`src/rtl/btc_miner_ctrl.sv`:
```
// Nonce-search sequencer that feeds a double-SHA256 core one nonce at a time.
// Define BTC_MINER_CTRL_HASHCNT_EN to add the saturating hash_count output.
module btc_miner_ctrl #(
    parameter int unsigned NONCE_STEP = 1
) (
    input  logic        clk,
    input  logic        rst_n,
    input  logic        start,
    input  logic        config_use_nonce_in,
    input  logic        config_oneshot,
    input  logic [31:0] nonce_in,
    output logic        hash_start,
    output logic [31:0] hash_nonce,
    input  logic        hash_valid,
    input  logic        hash_meets_target,
    output logic        busy,
    output logic [31:0] nonce,
    output logic        done,
    output logic        nonce_found
`ifdef BTC_MINER_CTRL_HASHCNT_EN
    ,
    output logic [31:0] hash_count
`endif
);

    typedef enum logic [1:0] {
        IDLE  = 2'd0,
        ISSUE = 2'd1,
        WAIT  = 2'd2
    } state_t;

    localparam logic [32:0] STEP33 = 33'(NONCE_STEP);

    logic [1:0]  rst_sync_q;
    logic        rst_core_n;

    state_t      state_q;
    logic [31:0] cur_q;
    logic [31:0] nonce_q;
    logic        oneshot_q;
    logic        done_q;
    logic        found_q;
    logic        hash_start_q;
    logic        busy_q;

    logic [32:0] step_sum_d;
    logic        step_carry_d;
    logic        resolve_d;
    logic        job_end_d;
    logic        accept_start_d;

    // Asynchronous assert, synchronous release, so the FSM never leaves reset mid-edge.
    always_ff @(posedge clk or negedge rst_n) begin
        if (!rst_n) begin
            rst_sync_q <= 2'b00;
        end else begin
            rst_sync_q <= {rst_sync_q[0], 1'b1};
        end
    end

    assign rst_core_n = rst_sync_q[1];

    assign step_sum_d     = {1'b0, cur_q} + STEP33;
    assign step_carry_d   = step_sum_d[32];
    assign accept_start_d = (state_q == IDLE) && start;
    assign resolve_d      = (state_q == WAIT) && hash_valid;
    assign job_end_d      = hash_meets_target || oneshot_q || step_carry_d;

    always_ff @(posedge clk or negedge rst_core_n) begin
        if (!rst_core_n) begin
            state_q      <= IDLE;
            cur_q        <= '0;
            nonce_q      <= '0;
            oneshot_q    <= 1'b0;
            done_q       <= 1'b0;
            found_q      <= 1'b0;
            hash_start_q <= 1'b0;
            busy_q       <= 1'b0;
        end else begin
            case (state_q)
                IDLE: begin
                    if (start) begin
                        cur_q        <= config_use_nonce_in ? nonce_in : 32'd0;
                        oneshot_q    <= config_oneshot;
                        done_q       <= 1'b0;
                        found_q      <= 1'b0;
                        hash_start_q <= 1'b1;
                        busy_q       <= 1'b1;
                        state_q      <= ISSUE;
                    end
                end
                ISSUE: begin
                    hash_start_q <= 1'b0;
                    state_q      <= WAIT;
                end
                WAIT: begin
                    if (hash_valid) begin
                        // A hit wins over oneshot and wrap, so nonce_found reflects the result.
                        if (job_end_d) begin
                            nonce_q <= cur_q;
                            done_q  <= 1'b1;
                            found_q <= hash_meets_target;
                            busy_q  <= 1'b0;
                            state_q <= IDLE;
                        end else begin
                            cur_q        <= step_sum_d[31:0];
                            hash_start_q <= 1'b1;
                            state_q      <= ISSUE;
                        end
                    end
                end
                default: begin
                    hash_start_q <= 1'b0;
                    busy_q       <= 1'b0;
                    state_q      <= IDLE;
                end
            endcase
        end
    end

`ifdef BTC_MINER_CTRL_HASHCNT_EN
    logic [31:0] hash_count_q;

    always_ff @(posedge clk or negedge rst_core_n) begin
        if (!rst_core_n) begin
            hash_count_q <= '0;
        end else if (accept_start_d) begin
            hash_count_q <= '0;
        end else if (resolve_d && (hash_count_q != 32'hFFFF_FFFF)) begin
            hash_count_q <= hash_count_q + 32'd1;
        end
    end

    assign hash_count = hash_count_q;
`else
    logic unused_count_d;
    assign unused_count_d = accept_start_d ^ resolve_d;
`endif

    assign hash_start  = hash_start_q;
    assign hash_nonce  = cur_q;
    assign busy        = busy_q;
    assign nonce       = nonce_q;
    assign done        = done_q;
    assign nonce_found = found_q;

endmodule

```
`config.mk`:
```
export PLATFORM = sky130hd
export DESIGN_NAME = btc_miner_ctrl
export DESIGN_NICKNAME = d
export VERILOG_FILES = /design/src/rtl/btc_miner_ctrl.sv
export SDC_FILE = /design/constraint.sdc
export NUM_CORES = 1
export LEC_CHECK = 0
export ABC_CLOCK_PERIOD_IN_PS = 3110
export CAP_MARGIN = 25
export CORE_ASPECT_RATIO = 0.7
export CORE_MARGIN = 4
export CORE_UTILIZATION = 45
export DETAILED_ROUTE_END_ITERATION = 6
export PLACE_DENSITY_LB_ADDON = 0.2
export SLEW_MARGIN = 40
export SYNTH_ARGS = -nofsm -noshare
export SYNTH_HDL_FRONTEND = slang
export SYNTH_SLANG_ARGS = --single-unit
```
`constraint.sdc`:
```
create_clock -name clk -period 3.11 [get_ports clk]
set_clock_uncertainty 0.2 [all_clocks]
set_input_delay 0.622 -clock clk [delete_from_list [all_inputs] [get_ports clk]]
set_output_delay 0.622 -clock clk [all_outputs]
set_load 0.005 [all_outputs]
```
==> results of run 1 <==
==> per-layer routing <==
| layer | up-vias | GRT usage | part of all wire |
|---|---|---|---|
| met5 | - | 0 | 0 |
| met4 | 0 | 0.0904 | 0.012 |
| met3 | 19 | 0.0741 | 0.083 |
| met2 | 189 | 0.346 | 0.45 |
| met1 | 1735 | 0.329 | 0.46 |
| li1 | 1604 | - | - |
==> cell usage after synthesis (2+ instances only) <==
cell type	count	area share
nor4_1	6	0.0099
nor3_1	4	0.0053
a22oi_1	2	0.0040
and2_1	2	0.0033
mux2i_1	2	0.0053
mux2_4	29	0.11
a31o_2	3	0.0069
a31oi_1	14	0.023
nand3_1	18	0.024
buf_12	3	0.016
a2bb2oi_1	3	0.0069
a211oi_1	2	0.0040
clkbuf_1	20	0.020
and4_1	2	0.0046
a21o_1	6	0.012
o2bb2ai_1	3	0.0069
dfrtp_1	73	0.48
nor2_1	20	0.020
mux2_2	4	0.012
o21ai_0	22	0.029
and3_1	5	0.0082
nand4_1	4	0.0066
o22a_1	3	0.0069
inv_1	4	0.0040
a21oi_1	59	0.078
nand2_1	32	0.032
a22o_1	3	0.0069
or2_2	2	0.0033
==> kinds of logic (layout without fill, tap and decap cells) <==
| family | count (synthesis) | count (layout) | share of synthesized area |
|---|---|---|---|
| buffers and inverters | 29 | 157 | 0.0435 |
| DFF | 73 | 73 | 0.482 |
| AOI/OAI and AO/OA | 127 | 127 | 0.202 |
| other | 1 | 1 | 0.000989 |
| muxes | 35 | 35 | 0.132 |
| and+or+nand+nor | 103 | 103 | 0.137 |
| adders and majority gates | 1 | 1 | 0.00330 |
==> area by class of cell <==
type                    count  area, sq um  share of cell area
multi-input cells         267         1800               0.330
flip-flops and latches     73         1830               0.335
clock inverters             4         97.6              0.0178
well taps                 101          126              0.0231
inverters                   4         15.0             0.00274
repair buffers            137         1330               0.243
clock buffers              12          267              0.0487
==> through the flow <==
stage | instances | utilization | cell area [sq um] | total power, mW
final | 598 | 0.681 | 5470 | 5.80
after global routing | 598 | 0.681 | 5470 | 6.17
after CTS | 598 | 0.681 | 5470 | 5.81
after detailed placement | 582 | 0.635 | 5110 | 4.52
after global placement | 581 | 0.633 | 5090 | 4.44
after floorplan | 369 | - | 3790 | 3.13
==> flip-flops by register name, summed over array words and instances (netlist names), 2 cells and up <==
register / flops
state_q: 2
nonce: 32
hash_nonce: 32
rst_sync_q: 2
==> power by group <==
group,internal [mW],switching [mW]
sequential,1.40,0.424
combinational,1.58,1.15
clock,0.849,0.397
total,3.83,1.97
==> path summary, 6_finish.rpt <==
path / from / to
min reg2reg: rst_sync_q[1] / nonce[13]
max reg2reg: hash_nonce[14] / nonce[20]
max: hash_nonce[14] / nonce[20]
min: rst_sync_q[1] / nonce[13]
min in group clk: rst_sync_q[0] / rst_sync_q[1]
max in group asynchronous: rst_sync_q[1] / nonce[20]
==> impl_metrics.csv, run 1 <==
group,metric,value,unit
hold_path,hold_path_class,"flip-flop to asynchronous set/reset pin",
sta,max_freq,0.342,GHz
pwr,powerDensity,1060,mW/mm^2
detailed_routing,first_pass_iters,5,
finish,nets,532,
placement,pre_cts_slack,0.216,ns
clock_tree,cts_inserted_buffers,9,
floorplanning,pin_count,107,
detailed_routing,drt-wirelength-per-cell,18.9,um
sta,slew_violations,0,
clock_tree,clk_pin_slew,0.06,ns
detailed_routing,via_count,3547,
worst_setup_path,crit_arrival,2.94,ns
synthesis,syn_area,0.00379,sq mm
clock_tree,htreeDepth,3,
worst_setup_path,critPathKind,"flip-flop to flip-flop",
detailed_routing,drt_iter0_drc,377,
worst_setup_path,cp.depth,7,
outcome,run_status,"finished clean",
placement,gp_congestion,0.878,
run,maxCapViolations,0,
clock_tree,postCtsSetupBuffers,0,
worst_setup_path,cp_top_family,"simple AND/OR/NAND/NOR gates",
global_routing,grt_pass1_vias,3625,
clock_tree,cts-root-buf,"clkbuf_16",
synthesis,ys_ff_latch,73,
floorplanning,fp.coreArea,0.00804,sq mm
finish,fillers,620,
global_routing,grt.overflow.total,0,
sta,relSlewSlack,0.555,
synthesis,synth_edf_count,0,
global_routing,antenna_found_initial,0,
worst_setup_path,rr_worst_depth,7,
floorplanning,rows,27,
synthesis,synth_fp_nets,409,
finish,layout-drive-gt1-share,0.183,
clock_tree,cts_buffer_depth,2,
worst_setup_path,start_kind,"flip-flop",
floorplanning,die_h,84.8,um
floorplanning,dieWidth,118,um
synthesis,synth_cell_types,47,
sta,tightestPinTransition,0.661,ns
detailed_routing,drc,0,
worst_setup_path,ff2ff_setup_slack,0.19,ns
floorplanning,start_util,0.472,
clock_tree,cts_tree,"built",
global_routing,grt_usage,0.236,
placement,dpl.hpwl,7.73,mm
placement,portBuffers,106,
detailed_routing,via_per_inst,5.93,
clock_tree,clk_latency,0.34,ns
clock_tree,numClockSinks,73,
worst_setup_path,crit_fanout,13,
synthesis,yosysWarnings,0,
clock_tree,holdBufCountCts,0,
finish,syn2layout_area_growth,44.3,%
floorplanning,die_area,0.00998,sq mm
synthesis,netlist_instances,369,
detailed_routing,final_antenna_net_count,0,
sta,setup_violations,0,
worst_setup_path,cp.required,3.13,ns
sta,final.period_utilization,0.939,
synthesis,synth-seq-area-share,0.482,
global_routing,grt_pass1_wl,18.9,mm
detailed_routing,drt-total-wl,11.3,mm
sta,fin_crit,2.92,ns
worst_setup_path,crit_slowest_cell,"or4_4",
synthesis,async_reset_ff_frac,1.00,
sta,fin_ws,0.190,ns
synthesis,ys.flop_type,"dfrtp_1",
worst_setup_path,cpPeakStageDelay,0.61,ns
sta,hold_viol_final,0,
sta,hold_ws,0.0581,ns
finish,layout_commonest_cell,"clkdlybuf4s50_1",
pwr,p_leak,2.31,nW
sta,fin_setup_tns,0,ns
finish,mostFrequentLayoutCells,"clkdlybuf4s50_1 (106), dfrtp_1 (72), a21oi_1 (59), nand2_1 (32), mux2_4 (29)",
finish,n_antenna_cell,0,
pwr,ir_drop,600,uV
sta,rsz0062_at_grt,"false",
global_routing,grt_max_degree,46,
worst_setup_path,end_kind,"flip-flop",
synthesis,avgSynthCellArea,10.3,sq um
clock_tree,cts_resized,0,
worst_setup_path,crit_buf_inv,1,
worst_setup_path,worstPathCellList,"nand3_1 > or4_4 > nor4_4 > a31o_4 > and2b_2 > buf_12 > mux2_2",
No activity file was read; power rests on OpenSTA's default activity.
==> run 2, diff against run 1 <==
--- a/config.mk
+++ b/config.mk
@@ -10,6 +10,7 @@
 export CORE_ASPECT_RATIO = 0.7
 export CORE_MARGIN = 4
 export CORE_UTILIZATION = 45
+export CTS_BUF_LIST = sky130_fd_sc_hd__clkbuf_16
 export DETAILED_ROUTE_END_ITERATION = 6
 export PLACE_DENSITY_LB_ADDON = 0.2
 export SLEW_MARGIN = 40
==> impl_metrics.csv, run 2 (synthesized netlist as in run 1, its figures left out) <==
group,metric,value,unit
pwr,seq_power_share,0.318,
placement,portBuffers,106,
floorplanning,fp.coreArea,0.00804,sq mm
sta,setup_violations,0,
clock_tree,holdBufCountCts,0,
clock_tree,postCtsSetupBuffers,0,
global_routing,grt_usage,0.237,
pwr,p_leak,2.29,nW
worst_setup_path,start_kind,"flip-flop",
sta,slew_violations,0,
run,maxCapViolations,0,
sta,hold_viol_final,0,
detailed_routing,via_per_inst,5.91,
detailed_routing,first_pass_iters,5,
detailed_routing,final_antenna_net_count,0,
clock_tree,htreeDepth,3,
worst_setup_path,critPathKind,"flip-flop to flip-flop",
finish,register_area,0.00183,sq mm
pwr,switchingPower,1.97,mW
clock_tree,cts_inserted_buffers,9,
pwr,clkPwrFrac,0.205,
pwr,intPower,3.76,mW
pwr,powerDensity,1050,mW/mm^2
detailed_routing,drc,0,
finish,nets,532,
floorplanning,rows,27,
clock_tree,clk_latency,0.34,ns
sta,rsz0062_at_grt,"false",
clock_tree,cts-root-buf,"clkbuf_16",
worst_setup_path,cpPeakStageDelay,0.61,ns
worst_setup_path,crit_fanout,13,
floorplanning,start_util,0.472,
detailed_routing,drt-wirelength-per-cell,18.9,um
sta,fin_setup_tns,0,ns
clock_tree,cts_resized,0,
global_routing,grt_pass1_wl,19.0,mm
global_routing,antenna_found_initial,0,
worst_setup_path,crit_slowest_cell,"or4_4",
worst_setup_path,worstPathCellList,"nand3_1 > or4_4 > nor4_4 > a31o_4 > and2b_2 > buf_12 > mux2_2",
pwr,swShare,0.344,
global_routing,grt_pass1_vias,3643,
sta,relSlewSlack,0.529,
finish,fillers,624,
placement,gp_congestion,0.878,
pwr,p_comb_frac,0.477,
finish,syn2layout_area_growth,43.5,%
clock_tree,cts_tree,"built",
finish,multi_input_area,0.00180,sq mm
global_routing,grt_max_degree,46,
sta,fin_crit,2.92,ns
sta,tightestPinTransition,0.701,ns
detailed_routing,drt_iter0_drc,336,
clock_tree,clk_pin_slew,0.06,ns
global_routing,grt.overflow.total,0,
floorplanning,pin_count,107,
detailed_routing,via_count,3532,
clock_tree,numClockSinks,73,
worst_setup_path,crit_arrival,2.95,ns
worst_setup_path,end_kind,"flip-flop",
sta,final.period_utilization,0.940,
worst_setup_path,cp.required,3.13,ns
pwr,ir_drop,597,uV
floorplanning,dieWidth,118,um
sta,max_freq,0.342,GHz
finish,mostFrequentLayoutCells,"clkdlybuf4s50_1 (106), dfrtp_1 (72), a21oi_1 (59), nand2_1 (32), mux2_4 (29)",
finish,layout-drive-gt1-share,0.177,
hold_path,hold_path_class,"flip-flop to asynchronous set/reset pin",
floorplanning,die_h,84.8,um
placement,dpl.hpwl,7.73,mm
outcome,run_status,"finished clean",
finish,n_antenna_cell,0,
floorplanning,die_area,0.00998,sq mm
detailed_routing,drt-total-wl,11.3,mm
finish,finish.utilization,0.677,
finish,layout_commonest_cell,"clkdlybuf4s50_1",
clock_tree,cts_buffer_depth,2,
run 2: cell types whose count changed in the layout (fill, tap and decap cells not counted):
| cell | delta |
|---|---|
| clkbuf_8 | -3 |
| clkinv_1 | +3 |
run 2: worst max-delay path: cells and delay by family, from the launching register on:
family	cells	cell delay, ns
multiplexers	1	0.34
AO/OA/AOI/OAI	1	0.23
buffers and inverters	1	0.21
AND/OR/NAND/NOR	4	1.47
flip-flops	1	0.35
run 2: area by class of cell:
type / instances / share of cell area
clock buffers: 9 / 0.0414
well taps: 101 / 0.0232
flip-flops and latches: 73 / 0.336
repair buffers: 137 / 0.245
multi-input cells: 267 / 0.332
clock inverters: 7 / 0.0200
inverters: 4 / 0.00276
run 2: stage by stage:
| stage | hold WS (ns) | power (mW) | area (sq um) | cells | worst slack (ns) |
|---|---|---|---|---|---|
| after detailed placement | 0.0707 | 4.52 | 5110 | 582 | 0.216 |
| after CTS | 0.0769 | 5.73 | 5440 | 598 | 0.170 |
| after global placement | 0.139 | 4.44 | 5090 | 581 | 0.284 |
| after global routing | 0.100 | 6.09 | 5440 | 598 | 0.0337 |
| final | 0.0565 | 5.73 | 5440 | 598 | 0.186 |
| after floorplan | 0.126 | 3.13 | 3790 | 369 | 0.298 |
run 2: final timing paths:
kind / startpoint / endpoint / slack [ns] / depth (start not counted)
max: hash_nonce[12] / nonce[20] / 0.19 / 7
min: rst_sync_q[1] / nonce[13] / 0.06 / 0
max reg2reg: hash_nonce[12] / nonce[20] / 0.19 / 7
min reg2reg: rst_sync_q[1] / nonce[13] / 0.06 / 0
max in group asynchronous: rst_sync_q[1] / nonce[20] / 2.09 / 1
min in group clk: rst_sync_q[0] / rst_sync_q[1] / 0.15 / 0
run 2: power by group through the flow:
stage | sequential, mW | clock, mW | combinational (mW)
finish | 1.82 | 1.18 | 2.73
floorplan | 1.81 | 0 | 1.32
CTS | 1.82 | 1.18 | 2.73
global route | 1.89 | 1.24 | 2.96
global placement | 1.82 | 0 | 2.62
detailed placement | 1.82 | 0 | 2.70
run 2: routing by layer:
layer	GRT usage	up-vias	wire length [um]
li1	-	1607	-
met1	0.328	1727	5150
met2	0.349	185	5060
met3	0.0835	13	967
met4	0.0755	0	126
met5	0	-	0
==> RTL edit: new RTL, flow settings as in run 1 <==
The 3 states of `state_t` get a one-hot encoding in 3 bits.
--- a/src/rtl/btc_miner_ctrl.sv
+++ b/src/rtl/btc_miner_ctrl.sv
@@ -25,6 +25,6 @@
 
-    typedef enum logic [1:0] {
-        IDLE  = 2'd0,
-        ISSUE = 2'd1,
-        WAIT  = 2'd2
+    typedef enum logic [2:0] {
+        IDLE  = 3'b001,
+        ISSUE = 3'b010,
+        WAIT  = 3'b100
     } state_t;
Function: same outputs for any inputs over 10 cycles, from zero or initial values and one cycle with rst_n low; not proved beyond that.
==> RTL edit against run 1 <==
Routed wire length down 1.5%. Sequential cell count is 1 higher. Design area fell by 1.5%. Area after synthesis grew 0.76%. Setup slack improved by 0.10 ns. Fmax grew 3.5%. Combinational power down 26%. Global-route usage is 1.3 points lower. Power is 13% lower. Critical path type unchanged. Largest cell class unchanged. Largest power group unchanged.
==> RTL edit: results (changes against run 1) <==
Timing:
- The slew at the pin with the worst max-slew slack is 0.827 ns (+0.167 ns).

Detailed routing:
- The average routed wire per standard cell is 18.9 um (about the same).
- The initial detailed-routing violation count is 304 (-19%).
- The sum of met2 wire segment lengths after detailed routing is 4.97 mm (-1.8%).
- The via count of the routed design is 3486 (-1.7%).
- The ratio of routed vias to standard cells is 5.92 (-0.22%).
- The routed metal-1 wirelength is 5.23 mm (+1.4%).

Power and ir drop:
- The clock share of power is 23.9% (+2.4 points).
- The share of power burned in registers is 35.9% (+4.5 points).
- The internal cell power is 3.42 mW (-11%).
- The reported leakage power is 2.40 nW (+3.7%).

Run status:
- The flow ran to the end, and the final reports show no timing, DRC or antenna violations.

Global routing:
- The met2 track utilization from global routing is 33.3% (-1.3 points).
- The total global-route track usage is 22.3% (-1.3 points).
- The via count of the first global-routing pass is 3401 (-6.2%).
- The met3 usage was 6.80% (-0.61 points).

Place:
- The count of placed standard cells including taps is 573 (-1.5%).
- The final weighted congestion of routability-driven global placement is 0.804 (-8.4%).
- The total half-perimeter wirelength after legalization and detailed placement is 7.61 mm (-1.5%).
- The post-placement worst setup slack is 0.344 ns (+0.128 ns).

Cells and area:
- The layout filler cell count was 637 (+2.7%).
- The number of nets at the end of the flow is 523 (-1.7%).

Critical path:
- The cell type of the slowest stage on the worst timing path is dfrtp_1.
- The critical-path maximum fanout is 20 (+7).
- The critical path data arrival time was 2.83 ns (-0.11 ns).
- The maximum cell stage delay along the critical path was 0.42 ns (-0.19 ns).

Logic synthesis:
- The distinct cell type count after synthesis is 44 (-6.4%).
- Ranked by total cell area, the synthesized netlist is headed by dfrtp_1 48%, mux2_4 9.4%, a21oi_1 6.9%.
RTL edit: changes by cell type after synthesis, moves of 6 or more:
| cell | change |
|---|---|
| nor2_1 | +12 |
| nand2_1 | -9 |
| o21ai_0 | +8 |
| a21o_1 | -6 |
| a21oi_1 | -6 |
| clkbuf_1 | -6 |
RTL edit: cells by family (layout without fill, tap and decap cells):
kind of cell,after synthesis,count (layout),synth area share [%]
compound gates,123,123,19.8
xor+xnor,1,1,0.229
simple gates,110,110,15.2
fa+ha+maj,1,1,0.327
other cells,1,1,0.0981
buf+inv,31,147,4.35
flops,74,74,48.5
mux,31,31,11.5
RTL edit: critical path: cells and delay by family (launching register included):
kind | cells | cell delay, ns
AOI/OAI and AO/OA | 1 | 0.35
muxes | 1 | 0.31
and+or+nand+nor | 3 | 0.85
DFF | 1 | 0.42
buffers and inverters | 1 | 0.29
adders and majority gates | 1 | 0.25
RTL edit: final cells by class:
cell class / count / area (um^2) / share of cell area, %
multi-input combinational: 267 / 1810 / 33.6
sequential: 74 / 1860 / 34.5
timing repair buffer: 125 / 1230 / 22.8
clock buffer: 11 / 243 / 4.51
inverter: 6 / 22.5 / 0.418
clock inverter: 5 / 103 / 1.90
tap: 101 / 126 / 2.35
RTL edit: final timing paths:
kind / from / endpoint / slack (ns)
max in group asynchronous: rst_sync_q[1] / hash_nonce[22] / 2.01
setup / recovery: hash_nonce[1] / nonce[31] / 0.29
hold reg to reg: rst_sync_q[1] / nonce[4] / 0.12
hold / removal: rst_sync_q[1] / nonce[4] / 0.12
setup reg to reg: hash_nonce[1] / nonce[31] / 0.29
min in group clk: rst_sync_q[0] / rst_sync_q[1] / 0.15
